===== config.mk =====
export PLATFORM = sky130hd
export DESIGN_NAME = logic_slice_responder_flat
export DESIGN_NICKNAME = d
export VERILOG_FILES = /design/src/rtl/logic_slice_responder_pkg.sv /design/src/rtl/logic_slice_responder_if.sv /design/src/rtl/logic_slice_responder_op.sv /design/src/rtl/logic_slice_responder.sv /design/src/flat_wrapper.sv
export SDC_FILE = /design/constraint.sdc
export NUM_CORES = 1
export LEC_CHECK = 0
export ABC_AREA = 1
export CAP_MARGIN = 40
export CORE_UTILIZATION = 25
export DETAILED_ROUTE_END_ITERATION = 8
export GPL_ROUTABILITY_DRIVEN = 0
export HOLD_SLACK_MARGIN = 0.06
export PLACE_DENSITY_LB_ADDON = 0.3
export SLEW_MARGIN = 20
export SYNTH_ARGS = -nofsm -noshare
export SYNTH_HDL_FRONTEND = slang
export SYNTH_SLANG_ARGS = --single-unit

===== constraint.sdc =====
create_clock -name clk -period 10.2 [get_ports clk]
set_input_delay 2.04 -clock clk [delete_from_list [all_inputs] [get_ports clk]]
set_output_delay 2.04 -clock clk [all_outputs]
set_load 0.005 [all_outputs]

===== src/rtl/logic_slice_responder_pkg.sv =====
// rtl/logic_slice_responder_pkg.sv - shared opcodes, FSM states and default sizes
// Purpose: common definitions for the sliced bitwise logic responder.
// Ports: none (package).
package logic_slice_responder_pkg;

  localparam int DEF_WIDTH   = 64;
  localparam int DEF_SLICE_W = 8;
  localparam int DEF_OPW     = 2;

  localparam logic [1:0] OP_AND = 2'b00;
  localparam logic [1:0] OP_OR  = 2'b01;
  localparam logic [1:0] OP_XOR = 2'b10;
  localparam logic [1:0] OP_NOR = 2'b11;

  typedef enum logic [1:0] {
    S_IDLE = 2'b00,
    S_BUSY = 2'b01,
    S_DONE = 2'b10
  } state_t;

endpackage


===== src/rtl/logic_slice_responder_if.sv =====
// rtl/logic_slice_responder_if.sv - request/response bundle for the sliced logic responder
// Purpose: groups the operand request and result response handshakes.
// Signals: req_valid/req_ready/req_a/req_b/req_op (request),
//          resp_valid/resp_ready/resp_result/resp_zero (response),
//          resp_parity only when LOGIC_SLICE_PARITY_EN is defined.
// Modports: master = requesting datapath, slave = responder.
interface logic_slice_responder_if #(
  parameter int WIDTH = 64,
  parameter int OPW   = 2
);
  logic             req_valid;
  logic             req_ready;
  logic [WIDTH-1:0] req_a;
  logic [WIDTH-1:0] req_b;
  logic [OPW-1:0]   req_op;
  logic             resp_valid;
  logic             resp_ready;
  logic [WIDTH-1:0] resp_result;
  logic             resp_zero;
`ifdef LOGIC_SLICE_PARITY_EN
  logic             resp_parity;

  modport master (
    output req_valid, req_a, req_b, req_op, resp_ready,
    input  req_ready, resp_valid, resp_result, resp_zero, resp_parity
  );

  modport slave (
    input  req_valid, req_a, req_b, req_op, resp_ready,
    output req_ready, resp_valid, resp_result, resp_zero, resp_parity
  );
`else
  modport master (
    output req_valid, req_a, req_b, req_op, resp_ready,
    input  req_ready, resp_valid, resp_result, resp_zero
  );

  modport slave (
    input  req_valid, req_a, req_b, req_op, resp_ready,
    output req_ready, resp_valid, resp_result, resp_zero
  );
`endif
endinterface


===== src/rtl/logic_slice_responder_op.sv =====
// rtl/logic_slice_responder_op.sv - combinational SLICE_W-wide bitwise operator
// Purpose: y = op(a, b) for AND / OR / XOR / NOR.
// Ports: a, b (SLICE_W) operands; op (OPW) opcode; y (SLICE_W) result.
module logic_slice_op
  import logic_slice_responder_pkg::*;
#(
  parameter int SLICE_W = DEF_SLICE_W,
  parameter int OPW     = DEF_OPW
) (
  input  logic [SLICE_W-1:0] a,
  input  logic [SLICE_W-1:0] b,
  input  logic [OPW-1:0]     op,
  output logic [SLICE_W-1:0] y
);

  always_comb begin
    y = '0;
    case (op)
      OP_AND:  y = a & b;
      OP_OR:   y = a | b;
      OP_XOR:  y = a ^ b;
      OP_NOR:  y = ~(a | b);
      default: y = '0;
    endcase
  end

endmodule


===== src/rtl/logic_slice_responder.sv =====
// rtl/logic_slice_responder.sv - multi-cycle sliced bitwise logic responder (top)
// Purpose: accepts a WIDTH-bit operand pair and opcode, evaluates SLICE_W bits
//          per BUSY cycle and returns the result with a zero flag.
// Ports: clk, rst (async active-high); bus (slave modport of
//        logic_slice_responder_if); busy (state != IDLE).
// Optional: LOGIC_SLICE_PARITY_EN adds bus.resp_parity = ^resp_result.
module logic_slice_responder
  import logic_slice_responder_pkg::*;
#(
  parameter int WIDTH   = DEF_WIDTH,
  parameter int SLICE_W = DEF_SLICE_W,
  parameter int OPW     = DEF_OPW
) (
  input  logic                    clk,
  input  logic                    rst,
  logic_slice_responder_if.slave  bus,
  output logic                    busy
);

  localparam int NSLICES = WIDTH / SLICE_W;
  localparam int CNT_W   = (NSLICES > 1) ? $clog2(NSLICES) : 1;
  localparam logic [CNT_W-1:0] LAST_CNT = CNT_W'(NSLICES - 1);

  state_t             state_q, state_d;
  logic [CNT_W-1:0]   cnt_q;
  logic [WIDTH-1:0]   a_q, b_q, result_q, result_next;
  logic [OPW-1:0]     op_q;
  logic               zero_q;
  logic               req_ready, resp_valid, accept, last_slice;
  logic [31:0]        base;
  logic [SLICE_W-1:0] slice_res;

  assign base = 32'(cnt_q) * 32'(SLICE_W);

  logic_slice_op #(
    .SLICE_W (SLICE_W),
    .OPW     (OPW)
  ) u_op (
    .a  (a_q[base +: SLICE_W]),
    .b  (b_q[base +: SLICE_W]),
    .op (op_q),
    .y  (slice_res)
  );

  // Result with the current slice merged in; the zero flag on the last
  // slice must see the final slice, so it is derived from this value.
  always_comb begin
    result_next = result_q;
    result_next[base +: SLICE_W] = slice_res;
  end

  always_ff @(posedge clk or posedge rst) begin
    if (rst) state_q <= S_IDLE;
    else     state_q <= state_d;
  end

  always_comb begin
    state_d    = state_q;
    req_ready  = 1'b0;
    resp_valid = 1'b0;
    accept     = 1'b0;
    last_slice = 1'b0;
    case (state_q)
      S_IDLE: begin
        req_ready = 1'b1;
        accept    = bus.req_valid;
        if (bus.req_valid) state_d = S_BUSY;
      end
      S_BUSY: begin
        last_slice = (cnt_q == LAST_CNT);
        if (last_slice) state_d = S_DONE;
      end
      S_DONE: begin
        resp_valid = 1'b1;
        if (bus.resp_ready) state_d = S_IDLE;
      end
      default: state_d = S_IDLE;
    endcase
  end

  always_ff @(posedge clk or posedge rst) begin
    if (rst) begin
      cnt_q    <= '0;
      a_q      <= '0;
      b_q      <= '0;
      op_q     <= '0;
      result_q <= '0;
      zero_q   <= 1'b0;
    end else if (accept) begin
      cnt_q    <= '0;
      a_q      <= bus.req_a;
      b_q      <= bus.req_b;
      op_q     <= bus.req_op;
      result_q <= '0;
      zero_q   <= 1'b0;
    end else if (state_q == S_BUSY) begin
      result_q <= result_next;
      // Counter stops on the last slice rather than wrapping.
      if (last_slice) zero_q <= (result_next == '0);
      else            cnt_q  <= cnt_q + CNT_W'(1);
    end
  end

`ifdef LOGIC_SLICE_PARITY_EN
  logic parity_q;

  always_ff @(posedge clk or posedge rst) begin
    if (rst)                    parity_q <= 1'b0;
    else if (accept)            parity_q <= 1'b0;
    else if (state_q == S_BUSY) parity_q <= parity_q ^ (^slice_res);
  end

  assign bus.resp_parity = parity_q;
`endif

  assign bus.req_ready   = req_ready;
  assign bus.resp_valid  = resp_valid;
  assign bus.resp_result = result_q;
  assign bus.resp_zero   = zero_q;
  assign busy            = (state_q != S_IDLE);

endmodule


===== src/flat_wrapper.sv =====
// flat-port wrapper written by rule: the top's interface ports become plain ports
module logic_slice_responder_flat import logic_slice_responder_pkg::*;
#(
  parameter int WIDTH   = DEF_WIDTH,
  parameter int SLICE_W = DEF_SLICE_W,
  parameter int OPW     = DEF_OPW
)
  (clk, rst, busy, bus_req_valid, bus_req_a, bus_req_b, bus_req_op, bus_resp_ready, bus_req_ready, bus_resp_valid, bus_resp_result, bus_resp_zero);
  logic_slice_responder_if #(.WIDTH(WIDTH), .OPW(OPW)) bus_i ();
  input  logic clk;
  input  logic rst;
  output logic busy;
  input wire logic [$bits(bus_i.req_valid)-1:0] bus_req_valid;
  input wire logic [$bits(bus_i.req_a)-1:0] bus_req_a;
  input wire logic [$bits(bus_i.req_b)-1:0] bus_req_b;
  input wire logic [$bits(bus_i.req_op)-1:0] bus_req_op;
  input wire logic [$bits(bus_i.resp_ready)-1:0] bus_resp_ready;
  output wire logic [$bits(bus_i.req_ready)-1:0] bus_req_ready;
  output wire logic [$bits(bus_i.resp_valid)-1:0] bus_resp_valid;
  output wire logic [$bits(bus_i.resp_result)-1:0] bus_resp_result;
  output wire logic [$bits(bus_i.resp_zero)-1:0] bus_resp_zero;
  assign bus_i.req_valid = bus_req_valid;
  assign bus_i.req_a = bus_req_a;
  assign bus_i.req_b = bus_req_b;
  assign bus_i.req_op = bus_req_op;
  assign bus_i.resp_ready = bus_resp_ready;
  assign bus_req_ready = bus_i.req_ready;
  assign bus_resp_valid = bus_i.resp_valid;
  assign bus_resp_result = bus_i.resp_result;
  assign bus_resp_zero = bus_i.resp_zero;
  logic_slice_responder #(.WIDTH(WIDTH), .SLICE_W(SLICE_W), .OPW(OPW)) u_core (.clk(clk), .rst(rst), .bus(bus_i), .busy(busy));
endmodule

Yosys cells after proc, flatten, opt, wreduce, memory -nomap -nowiden
Cells that the tools add are included.
Storage, ports and cells
  register bits after elaboration: 200
  output and inout bits: 68
  word-level logic and storage cells: 54
Operators by class
  $add $sub $neg: 2
  eq/ne operators: 10
  shifts and indexed selects: 4
  mux-type cells: 18
  bitwise operators: 4
  reduce and logical (&&, ||, !) cells: 9
Operators with widths (count)
  2-to-1 mux 64 bit: 2
  variable part select 64 x 7 -> 8 bit: 2
  bitwise mux 64 bit: 1
  logical NOT 64 bit: 1
  variable shift 8 x 34 -> 64 bit (first input constant): 1
  variable part select 8 x 34 -> 64 bit: 1
  negation 6 -> 34 bit: 1
  one-hot mux 8 bit (4 select lines): 1
  2-to-1 mux 3 bit: 3
  AND 8 bit: 1
  NOT 8 bit: 1
  OR 8 bit: 1
  bitwise XOR 8 bit: 1
  2-to-1 mux 1 bit: 7
  == test 2 bit (second input constant): 3
  2-to-1 mux 2 bit: 3
  one-hot mux 2 bit (3 select lines): 1
  nonzero test 2 bit: 3
  == test 2 x 1 -> 1 bit (second input constant): 2
  logical NOT 2 bit: 2
  != test 2 x 1 -> 1 bit (second input constant): 2
  != test 2 bit (second input constant): 2
  AND reduction 2 bit: 2
  adder 3 x 1 -> 3 bit (second input constant): 1
  other kinds (2): 2

Longest topological paths before layout
Gate-level depths: netlist (run 1).
  word-level depth: 10
  mapped depth: 25
  mapped depth without buffers: 23

Hierarchy
From an unflattened synthesis (run 1), not the netlist that was laid out.
Unflattened totals
  cell total of the unflattened synthesis: 1431
  area, all modules: 10555.1 µm²
Modules (own cells, without submodules)
  logic_slice_responder: instances 1, cells each 1345, area each 9994.6 µm²
  logic_slice_op: instances 1, cells each 86, area each 560.5 µm²

Worst setup path before layout (run 1)
OpenSTA, ideal clock, no wires.
  kind: input to register
  start point: input port bus_req_valid
  end point: register u_core.a_q[44]
  setup time: 133 ps
  arrival time: 3128 ps
  required time: 10067 ps
  slack: 6939 ps
  stages on the path: 5
  buffers on the path: 3
  path through: nand2_1 clkbuf_1 clkbuf_1 buf_1 a21oi_1
Between the ends
  word-level cells in the longest chain between the ends: 1
RTL lines
  from (decl): RTL line flat_wrapper.sv:13  | input wire logic [$bits(bus_i.req_valid)-1:0] bus_req_valid;
  2-to-1 mux 1 bit: RTL line logic_slice_responder.sv:63  | case (state_q)
  to (signal assigned): RTL line logic_slice_responder.sv:91  | a_q <= bus.req_a;
  to (decl): RTL line logic_slice_responder.sv:26  | logic [WIDTH-1:0] a_q, b_q, result_q, result_next;
Every way passes these cells.
A chain may end at the register's enable or synchronous reset.

Worst setup path after layout (run 1)
  start point: register u_core.cnt_q[0]
  end point: register u_core.zero_q (netlist: u_core.bus.resp_zero)
Between the ends
  word-level cells in the longest chain between the ends: 10
RTL lines
  from (decl): RTL line logic_slice_responder.sv:25  | logic [CNT_W-1:0] cnt_q;
  from (signal assigned): RTL line logic_slice_responder.sv:100  | else cnt_q <= cnt_q + CNT_W'(1);
  variable part select 64 x 7 -> 8 bit (on tied branches): RTL line logic_slice_responder.sv:39, logic_slice_responder.sv:40
  OR 8 bit: RTL line logic_slice_responder_op.sv:20, logic_slice_responder_op.sv:22
  NOT 8 bit: RTL line logic_slice_responder_op.sv:22  | OP_NOR: y = ~(a | b);
  one-hot mux 8 bit (4 select lines): RTL line logic_slice_responder_op.sv:18  | case (op)
  variable part select 8 x 34 -> 64 bit: RTL line logic_slice_responder.sv:49  | result_next[base +: SLICE_W] = slice_res;
  bitwise mux 64 bit: RTL line logic_slice_responder.sv:49
  logical NOT 64 bit: RTL line logic_slice_responder.sv:99  | if (last_slice) zero_q <= (result_next == '0);
  2-to-1 mux 1 bit: RTL line logic_slice_responder.sv:99
  2-to-1 mux 1 bit: RTL line logic_slice_responder.sv:96  | end else if (state_q == S_BUSY) begin
  2-to-1 mux 1 bit: RTL line logic_slice_responder.sv:89  | end else if (accept) begin
  to (signal assigned): RTL line logic_slice_responder.sv:99
  to (decl): RTL line logic_slice_responder.sv:28  | logic zero_q;
Parallel ways exist; a longest one is shown, timed or not. The select of a mux whose other input is x is not followed.

==> metrics.txt, run 1 <==
IO Pins=202; Min-Delay Path Class=flip-flop to flip-flop; relative slew slack=44.1%; Post-Syn Area=10300 µm²; Cell Chain, Critical Path=inv_2, buf_4, ha_1, ha_1, inv_1, nand2_1, inv_1, nand2_1, nor2_1, nand2_1, nand2_1, nand2_1, nor2_1, nand3_1, nor2_1, nand3_1, a21oi_1; Site Rows=74; crit-path max cell delay=620 ps; CTS Sinks=200; Fin Hold WS=504 ps; hold buffer count at cts=0; Setup crit end kind=flip-flop; post-route minimum period=4480 ps; die area=42200 µm²; Static Leak=5.96 nW; crit start category=flip-flop; clock latency on the worst-skew pair=450 ps; TritonCTS buffer count=17; Post-route DRC=0; CP arrival=4850 ps; critical path's most frequent cell=nand2_1; Root Buffer=clkbuf_16; die height=205 µm; Fmax=223 MHz; Syn Nets=1361; IO Port Bufs=201; worst vdd ir=160 µV; CP Depth=17; Cell Area, Placed=12900 µm²; Seq/Total Area, Yosys=48.4%; commonest non-fill, non-tap cell in the layout=nand2_1; Crit path max-delay family=simple AND/OR/NAND/NOR gates; unrepaired setup endpoints after global routing=no; placed wire-length estimate=23300 µm; chip width=205 µm; Final Skew=15.8 ps; Critical Path Fanout Max=31; worst slew pin tran=838 ps; P&R area growth vs syn=30.5%; core area=40800 µm²; Worst-path clk slew=70 ps; synthesized instance count=1207; Cell Pwr Density=330 nW/µm²; #FFs+latches synth=200; Bufs on Longest Clock Path=2; Hold Fails Final Rpt=0; hold depth=1; Wirelength per Cell=16.9 µm; status=finished clean; design area=13500 µm²; Mean Syn Cell Area=8.56 µm²; most frequent cells in the layout=nand2_1, clkdlybuf4s50_1, dfrtp_1; share of layout cells above drive strength 1=12.4%; Post-DRT Antenna Nets=0; DRT iter0 DRCs=566; global-route wire length before repair=50200 µm; CP bufs+invs=4; starting density of the core=25.3%; final worst path period share=43.9%; cells on worst reg2reg path=17; Setup TNS=0 ps; post-CTS setup buffers=0; DR pass1 iterations=5; CP required=10570 ps; Post-CTS Resized=0; H-tree depth=4; slowest CP cell=inv_1; largest net degree at the start of global routing=88; Netlist cell types=24; Non-Filler Instances=1913; final setup fails=0; Vias/cell=4.64; Max Cap Viol=0; Total GRT Usage=15.8%; vias in the first global route=8782; fin. max-slew vios=0; CTS tree=done; global route overflow=0; Yosys warning count=0; fin nets=1520; DP Cell Count=1878; detailed-route via count=8877; antenna violations before repair=6; critical path class=flip-flop to flip-flop; routed wire length=32300 µm; Tot Pwr=4.46 mW
state kept, by name (all words and copies together) (netlist names):
name / count
u_core.a_q: 64
u_core.state_q: 2
u_core.cnt_q: 3
u_core.b_q: 64
u_core.bus.resp_zero: 1
u_core.op_q: 2
u_core.bus.resp_result: 64
synthesized netlist by cell type:
cell / n / share of area [%]
o21ai_0: 163 / 7.9
buf_1: 8 / 0.29
nor2_4: 3 / 0.33
nor3_4: 1 / 0.16
nand2_1: 235 / 8.5
dfrtp_1: 200 / 48
or2_2: 1 / 0.061
nand4_1: 16 / 0.97
nor2_1: 123 / 4.5
mux2_2: 108 / 12
o21ai_1: 3 / 0.15
inv_2: 5 / 0.18
ha_1: 20 / 2.4
buf_2: 11 / 0.53
nand3_1: 77 / 3.7
inv_1: 98 / 3.6
clkbuf_1: 53 / 1.9
nor2_2: 1 / 0.061
buf_4: 1 / 0.073
nand4_4: 1 / 0.21
nor3_1: 1 / 0.048
nor3_2: 1 / 0.097
a21oi_1: 43 / 2.1
o22ai_1: 34 / 2.1
through the flow:
stage,utilization [%],worst slack (ps)
after floorplan,-,2710
after global placement,31.4,5680
after detailed placement,31.5,5760
after CTS,33.0,5750
after global routing,33.0,5280
final,33.0,5720
final timing paths:
path                                             start                                      to  slack (ps)
min in group asynchronous                          rst  u_core.bus.resp_result[36]$_DFFE_PP0P_        2110
min reg2reg                 u_core.b_q[16]$_DFFE_PP0P_              u_core.b_q[16]$_DFFE_PP0P_         500
min                         u_core.b_q[16]$_DFFE_PP0P_              u_core.b_q[16]$_DFFE_PP0P_         500
max reg2reg                u_core.cnt_q[0]$_DFFE_PP0P_        u_core.bus.resp_zero$_DFFE_PP0P_        5720
max in group asynchronous                          rst               u_core.b_q[1]$_DFFE_PP0P_        6920
max                        u_core.cnt_q[0]$_DFFE_PP0P_        u_core.bus.resp_zero$_DFFE_PP0P_        5720
area by class of cell:
class	instances	area (µm²)
fillers	4276	27300
flip-flops and latches	200	5010
multi-input cells	831	4660
repair buffers	213	2170
well taps	532	666
clock buffers	18	439
inverters	103	394
clock inverters	14	145
diodes	2	5.00
power breakdown:
part           internal (mW)  switching [mW]  leakage (nW)
Sequential              1.16           0.225          2.43
Combinational          0.942            1.44          3.24
Clock                  0.336           0.353         0.287
Total                   2.44            2.02          5.96
routing by layer:
metal | wire, µm | track usage [%] | part of all wire, % | vias up
met4 | 603 | 4.50 | 1.9 | 12
met1 | 14300 | 20.1 | 44 | 4226
li1 | - | - | - | 4353
met5 | 82 | 0 | 0.25 | -
met2 | 15500 | 26.2 | 48 | 251
met3 | 1860 | 4.04 | 5.7 | 35
cells by family (layout without fill, tap and decap cells):
| kind of cell | Yosys count | in the layout | share of synthesized area, % |
|---|---|---|---|
| other | 0 | 2 | 0 |
| multiplexers | 108 | 108 | 11.8 |
| AO/OA/AOI/OAI | 243 | 243 | 12.2 |
| adder cells (fa/ha/maj) | 20 | 20 | 2.42 |
| buffers and inverters | 176 | 348 | 6.56 |
| flip-flops | 200 | 200 | 48.4 |
| AND/OR/NAND/NOR | 460 | 460 | 18.7 |
Note: power is estimated with default switching activity, not from simulation.
==> run 2: changes to the inputs <==
- clock period: 10.2 -> 4.43 ns (I/O delays scaled with it)
==> metrics.txt, run 2 (synthesized netlist as in run 1, its figures left out) <==
Cell Chain, Critical Path=inv_2, buf_4, o21ai_0, o22ai_1, inv_1, o21ai_0, inv_1, ha_1, nand3_1, nand2_1, nor2_1, nor2_1, nand3_1, nand2_1, nor2_1, nand2_1, nor2_1, nand2_1, nor2_1, nand3_1, a21oi_1; worst slew pin tran=755 ps; hold buffer count at cts=0; Cell Area, Placed=12900 µm²; antenna violations before repair=10; detailed-route via count=8955; CTS Sinks=200; Post-DRT Antenna Nets=0; met1 wire length=14900 µm; worst vdd ir=421 µV; P&R area growth vs syn=30.9%; Max Cap Viol=0; Worst-path clk slew=80 ps; vias in the first global route=8652; DR WL met2=16200 µm; die height=205 µm; Fmax=272 MHz; number of fill cells in the layout=4257; post-route minimum period=3670 ps; CTS tree=done; met3 wire len=2050 µm; H-tree depth=4; Min-Delay Path Class=flip-flop to flip-flop; Root Buffer=clkbuf_16; largest net degree at the start of global routing=74; Vias/cell=4.66; Site Rows=74; CP bufs+invs=4; CP Depth=21; Critical Path Fanout Max=24; most frequent cells in the layout=nand2_1, clkdlybuf4s50_1, dfrtp_1; relative slew slack=49.5%; routed wire length=33900 µm; core area=40800 µm²; final setup fails=0; final worst path period share=82.9%; DRT iter0 DRCs=653; Setup crit end kind=flip-flop; CP arrival=4050 ps; TritonCTS buffer count=17; starting density of the core=25.3%; Hold Fails Final Rpt=0; DR pass1 iterations=5; critical path class=flip-flop to flip-flop; DP Cell Count=1885; Static Leak=5.98 nW; crit-path max cell delay=420 ps; Crit path max-delay family=simple AND/OR/NAND/NOR gates; chip width=205 µm; critical path's most frequent cell=nor2_1; fin nets=1528; die area=42200 µm²; global route overflow=0; post-CTS setup buffers=0; Wirelength per Cell=17.6 µm; Bufs on Longest Clock Path=2; unrepaired setup endpoints after global routing=no; Total GRT Usage=16.3%; Cell Pwr Density=764 nW/µm²; hold depth=1; design area=13500 µm²; share of layout cells above drive strength 1=12.8%; crit start category=flip-flop; CP required=4810 ps; commonest non-fill, non-tap cell in the layout=nand2_1; Final Skew=14.6 ps; IO Port Bufs=201; Post-route DRC=0; status=finished clean; slowest CP cell=dfrtp_2; Post-CTS Resized=0; clock latency on the worst-skew pair=450 ps; top sig layer=met5; IO Pins=202; Non-Filler Instances=1920; global-route wire length before repair=51600 µm; Setup TNS=0 ps; placed wire-length estimate=25200 µm; cells on worst reg2reg path=21; fin. max-slew vios=0
run 2: per-stage QoR:
| stage | util, % | total power [mW] | setup slack, ps | hold WS (ps) |
|---|---|---|---|---|
| after floorplan | - | 6.74 | 956 | 474 |
| after global placement | 31.6 | 8.68 | 789 | 483 |
| after detailed placement | 31.6 | 8.76 | 769 | 488 |
| after CTS | 33.0 | 10.4 | 723 | 505 |
| after global routing | 33.1 | 11.3 | 376 | 515 |
| final | 33.1 | 10.3 | 758 | 501 |
run 2: per-layer routing:
layer	track usage, %	vias to the layer above
met3	4.40	47
met2	26.6	266
met5	0	-
met4	4.58	14
li1	-	4366
met1	21.0	4262
run 2: worst paths after layout:
kind / startpoint / endpoint / slack (ps)
setup / recovery: u_core.cnt_q[0]$_DFFE_PP0P_ / u_core.bus.resp_zero$_DFFE_PP0P_ / 760
min in group asynchronous: rst / u_core.a_q[49]$_DFFE_PP0P_ / 960
hold / removal: u_core.a_q[16]$_DFFE_PP0P_ / u_core.a_q[16]$_DFFE_PP0P_ / 500
hold reg to reg: u_core.a_q[16]$_DFFE_PP0P_ / u_core.a_q[16]$_DFFE_PP0P_ / 500
setup reg to reg: u_core.cnt_q[0]$_DFFE_PP0P_ / u_core.bus.resp_zero$_DFFE_PP0P_ / 760
max in group asynchronous: rst / u_core.bus.resp_result[43]$_DFFE_PP0P_ / 2650
run 2: cell type report:
cell class	instances	area (µm²)	area share, %
diodes	2	5.00	0.0370
clock buffers	19	453	3.35
clock inverters	12	131	0.971
inverters	103	390	2.89
multi-input cells	831	4660	34.5
flip-flops and latches	200	5010	37.0
well taps	532	666	4.92
repair buffers	221	2210	16.4
run 2: power breakdown:
part | internal, mW | leakage, nW | switching, mW
Combinational | 2.19 | 3.27 | 3.29
Clock | 0.824 | 0.288 | 0.782
Sequential | 2.68 | 2.43 | 0.581
==> run 3: changes to the inputs <==
- clock period: 4.43 -> 3.73 ns (I/O delays scaled with it)
==> metrics.txt, run 3 (synthesized netlist as in run 1, its figures left out) <==
die area=42200 µm²; final setup fails=0; Final Skew=21.3 ps; fin. max-slew vios=0; Worst-path clk slew=90 ps; crit start category=flip-flop; DRT iter0 DRCs=660; Post-CTS Resized=0; vias in the first global route=8633; commonest non-fill, non-tap cell in the layout=nand2_1; Root Buffer=clkbuf_16; Min-Delay Path Class=flip-flop to flip-flop; worst slew pin tran=798 ps; P&R area growth vs syn=31.1%; relative slew slack=46.8%; routed wire length=33200 µm; die height=205 µm; Cell Pwr Density=909 nW/µm²; Cell Chain, Critical Path=buf_4, a21oi_1, o21ai_0, o21ai_0, inv_1, o21ai_0, inv_1, ha_1, nand2_1, nand2_1, nand4_1, nand2_1, o21ai_0, nand2_1, nor2_1, nand2_1, nor2_1, nand3_1, a21oi_1; Vias/cell=4.68; antenna violations before repair=6; CTS tree=done; Setup TNS=0 ps; Critical Path Fanout Max=30; fin nets=1525; Post-DRT Antenna Nets=0; crit-path max cell delay=440 ps; chip width=205 µm; clock latency on the worst-skew pair=450 ps; unrepaired setup endpoints after global routing=no; worst vdd ir=420 µV; slowest CP cell=dfrtp_2; CP bufs+invs=3; Cell Area, Placed=12900 µm²; starting density of the core=25.3%; Tot Pwr=12.3 mW; global-route wire length before repair=51000 µm; largest net degree at the start of global routing=143; DR pass1 iterations=6; detailed-route via count=8977; share of layout cells above drive strength 1=12.6%; Wirelength per Cell=17.3 µm; CP arrival=3690 ps; critical path class=flip-flop to flip-flop; hold buffer count at cts=0; core area=40800 µm²; H-tree depth=4; Post-route DRC=0; final worst path period share=90.5%; post-route minimum period=3380 ps; critical path's most frequent cell=nand2_1; Bufs on Longest Clock Path=2; TritonCTS buffer count=17; IO Pins=202; Static Leak=5.99 nW; CP required=4040 ps; post-CTS setup buffers=0; most frequent cells in the layout=nand2_1, clkdlybuf4s50_1, dfrtp_1; Hold Fails Final Rpt=0; Setup crit end kind=flip-flop; placed wire-length estimate=25000 µm; Crit path max-delay family=simple AND/OR/NAND/NOR gates; Fmax=296 MHz; Max Cap Viol=0; CTS Sinks=200; design area=13600 µm²; Site Rows=74; Total GRT Usage=16.0%; global route overflow=0; IO Port Bufs=201; Fin Hold WS=501 ps; status=finished clean
==> run 3: cell count changes in the layout (fill, tap and decap cells not counted), sizes merged <==
cell / before / now
buf: 20 / 17
inv: 108 / 111
clkbuf: 19 / 18
clkinvlp: 2 / 1
==> run 3: layout make-up <==
type                    count  area (µm²)
well taps                 532         666
clock inverters            14         174
repair buffers            218        2210
clock buffers              18         429
fillers                  4262       27300
diodes                      2        5.00
inverters                 103         392
multi-input cells         831        4670
flip-flops and latches    200        5010
==> run 3: metal layers <==
metal  vias to the layer above  global-route usage, %  share of wire [%]
met3                        29                   3.69                6.0
li1                       4370                      -                  -
met4                        10                   3.76                1.3
met1                      4309                   21.5                 45
met2                       259                   26.1                 47
met5                         -                      0               0.17
==> run 3: final timing paths <==
| check | start | to | slack (ps) | cells past startpoint |
|---|---|---|---|---|
| max | u_core.cnt_q[1]$_DFFE_PP0P_ | u_core.bus.resp_zero$_DFFE_PP0P_ | 350 | 19 |
| min | u_core.b_q[16]$_DFFE_PP0P_ | u_core.b_q[16]$_DFFE_PP0P_ | 500 | 1 |
| min in group asynchronous | rst | u_core.a_q[28]$_DFFE_PP0P_ | 660 | 2 |
| min reg2reg | u_core.b_q[16]$_DFFE_PP0P_ | u_core.b_q[16]$_DFFE_PP0P_ | 500 | 1 |
| max reg2reg | u_core.cnt_q[1]$_DFFE_PP0P_ | u_core.bus.resp_zero$_DFFE_PP0P_ | 350 | 19 |
| max in group asynchronous | rst | u_core.bus.resp_result[42]$_DFFE_PP0P_ | 2060 | 3 |
==> run 3: where the power goes <==
part           internal [mW]  switching (mW)  leakage [nW]  total (mW)
registers               3.18           0.681          2.43        3.86
clock network          0.972           0.962         0.297        1.93
logic                   2.63            3.89          3.26        6.52
total                   6.78            5.53          5.99        12.3
==> run 3: per-stage QoR <==
step           util [%]  cells  setup slack, ps
6_report           33.2   1918              353
5_1_grt            33.2   1916             30.2
4_1_cts            33.1   1915              331
3_5_place_dp       31.6   1883              349
3_3_place_gp       31.6   1883              398
2_1_floorplan         -   1207              396
==> run 3: worst reg2reg max path, stage by stage (launching register included) <==
cell,delay (ps)
dfrtp_2,440
buf_4,230
a21oi_1,140
o21ai_0,140
o21ai_0,120
inv_1,50
o21ai_0,370
inv_1,90
ha_1,280
nand2_1,60
nand2_1,180
nand4_1,440
nand2_1,170
o21ai_0,130
nand2_1,80
nor2_1,40
nand2_1,100
nor2_1,60
nand3_1,70
a21oi_1,60
==> variant, RTL diff (config.mk and constraints of run 2) <==
Set the package constant `DEF_WIDTH` to 128 (it was 64).
--- a/src/rtl/logic_slice_responder_pkg.sv
+++ b/src/rtl/logic_slice_responder_pkg.sv
@@ -3,7 +3,7 @@
 // Ports: none (package).
 package logic_slice_responder_pkg;
 
-  localparam int DEF_WIDTH   = 64;
+  localparam int DEF_WIDTH   = 128;
   localparam int DEF_SLICE_W = 8;
   localparam int DEF_OPW     = 2;
 
Interface: changed (resized bus_req_a, bus_req_b and bus_resp_result); port bits go from 202 to 394. The function was not compared with the original's and may differ.
==> variant against run 2 <==
- setup slack worse by 0.31 ns
- clock skew up 0.019 ns
- wire length up 130%
- total power up 94%
- non-clock buffer count up 219
- core utilization up 0.77 points
- cell area up 95%
- synthesized area up 91%
- sequential cell count up 193
==> variant: results <==
export IMPL_whs_ns=0.475
export IMPL_ys_types=32
export IMPL_grt_pass1_wl_mm=117
export IMPL_totalWireLength_mm=76.9
export IMPL_status="finished clean"
export IMPL_drive_gt1_share_pct=4.91
export IMPL_slowest_stage="dfrtp_4"
export IMPL_use_met1_pct=26.4
export IMPL_p_total_uw=20100
export IMPL_placed_area_sq_um=24800
export IMPL_synth_xor_area_share_pct=0.0443
export IMPL_synth_fp_nets=2923
export IMPL_r2r_start="u_core.cnt_q[1]$_DFFE_PP0P_"
export IMPL_fill_cells=8233
export IMPL_h_tree_depth=2
export IMPL_hold_path_end="u_core.a_q[17]$_DFFE_PP0P_"
export IMPL_drt_iter0_markers=1683
export IMPL_hp_start="u_core.a_q[17]$_DFFE_PP0P_"
export IMPL_p_seq_share_pct=31.8
export IMPL_clk_latency_ns=0.60
export IMPL_die_x_um=283
export IMPL_yosys_top_cells_count="nand2_1 (1048), dfrtp_1 (393), o21ai_0 (318), nor2_1 (169), inv_1 (146)"
export IMPL_grtUsageTotal_pct=18.9
export IMPL_slowest_delay_ns=0.60
export IMPL_period_share_pct=89.8
export IMPL_numPortBuffers=393
export IMPL_peakVddDrop_mv=0.405
export IMPL_synth_compound_area_share_pct=13.5
export IMPL_avgSynthCellArea_sq_um=7.49
export IMPL_grtUsageMet3_pct=3.05
export IMPL_clk_power_uw=3870
export IMPL_met2_usage_pct=30.2
export IMPL_sw_frac_of_total_pct=45.2
export IMPL_fin_area_sq_um=26400
export IMPL_hpwl_mm=56.6
export IMPL_clkTransAtPathRegs_ns=0.06
export IMPL_skew_ns=0.0333
[variant: cell count changes after synthesis, sizes merged, moves of 14 or more]
cell	change
o22ai	+42
nand3	+72
o211ai	+14
nand2	+817
nand4	+16
clkbuf	+86
mux2	-108
nor2	+52
inv	+44
o21ai	+159
dfrtp	+193
o221ai	+18
[variant: area by class of cell]
cell class | count | area share (%)
Clock inverter | 14 | 0.630
Multi-Input combinational cell | 1925 | 32.8
Timing Repair Buffer | 440 | 16.9
Tap cell | 1040 | 4.93
Sequential cell | 393 | 37.3
Clock buffer | 69 | 5.15
Inverter | 150 | 2.19
Antenna cell | 6 | 0.0569
[variant: per-layer routing]
layer / vias to the layer above / share of wire, % / wire length [um]
met1: 8880 / 45 / 35000
li1: 9234 / - / -
met4: 2 / 2.5 / 1950
met5: - / 0.017 / 13
met2: 638 / 46 / 35200
met3: 98 / 6.2 / 4810
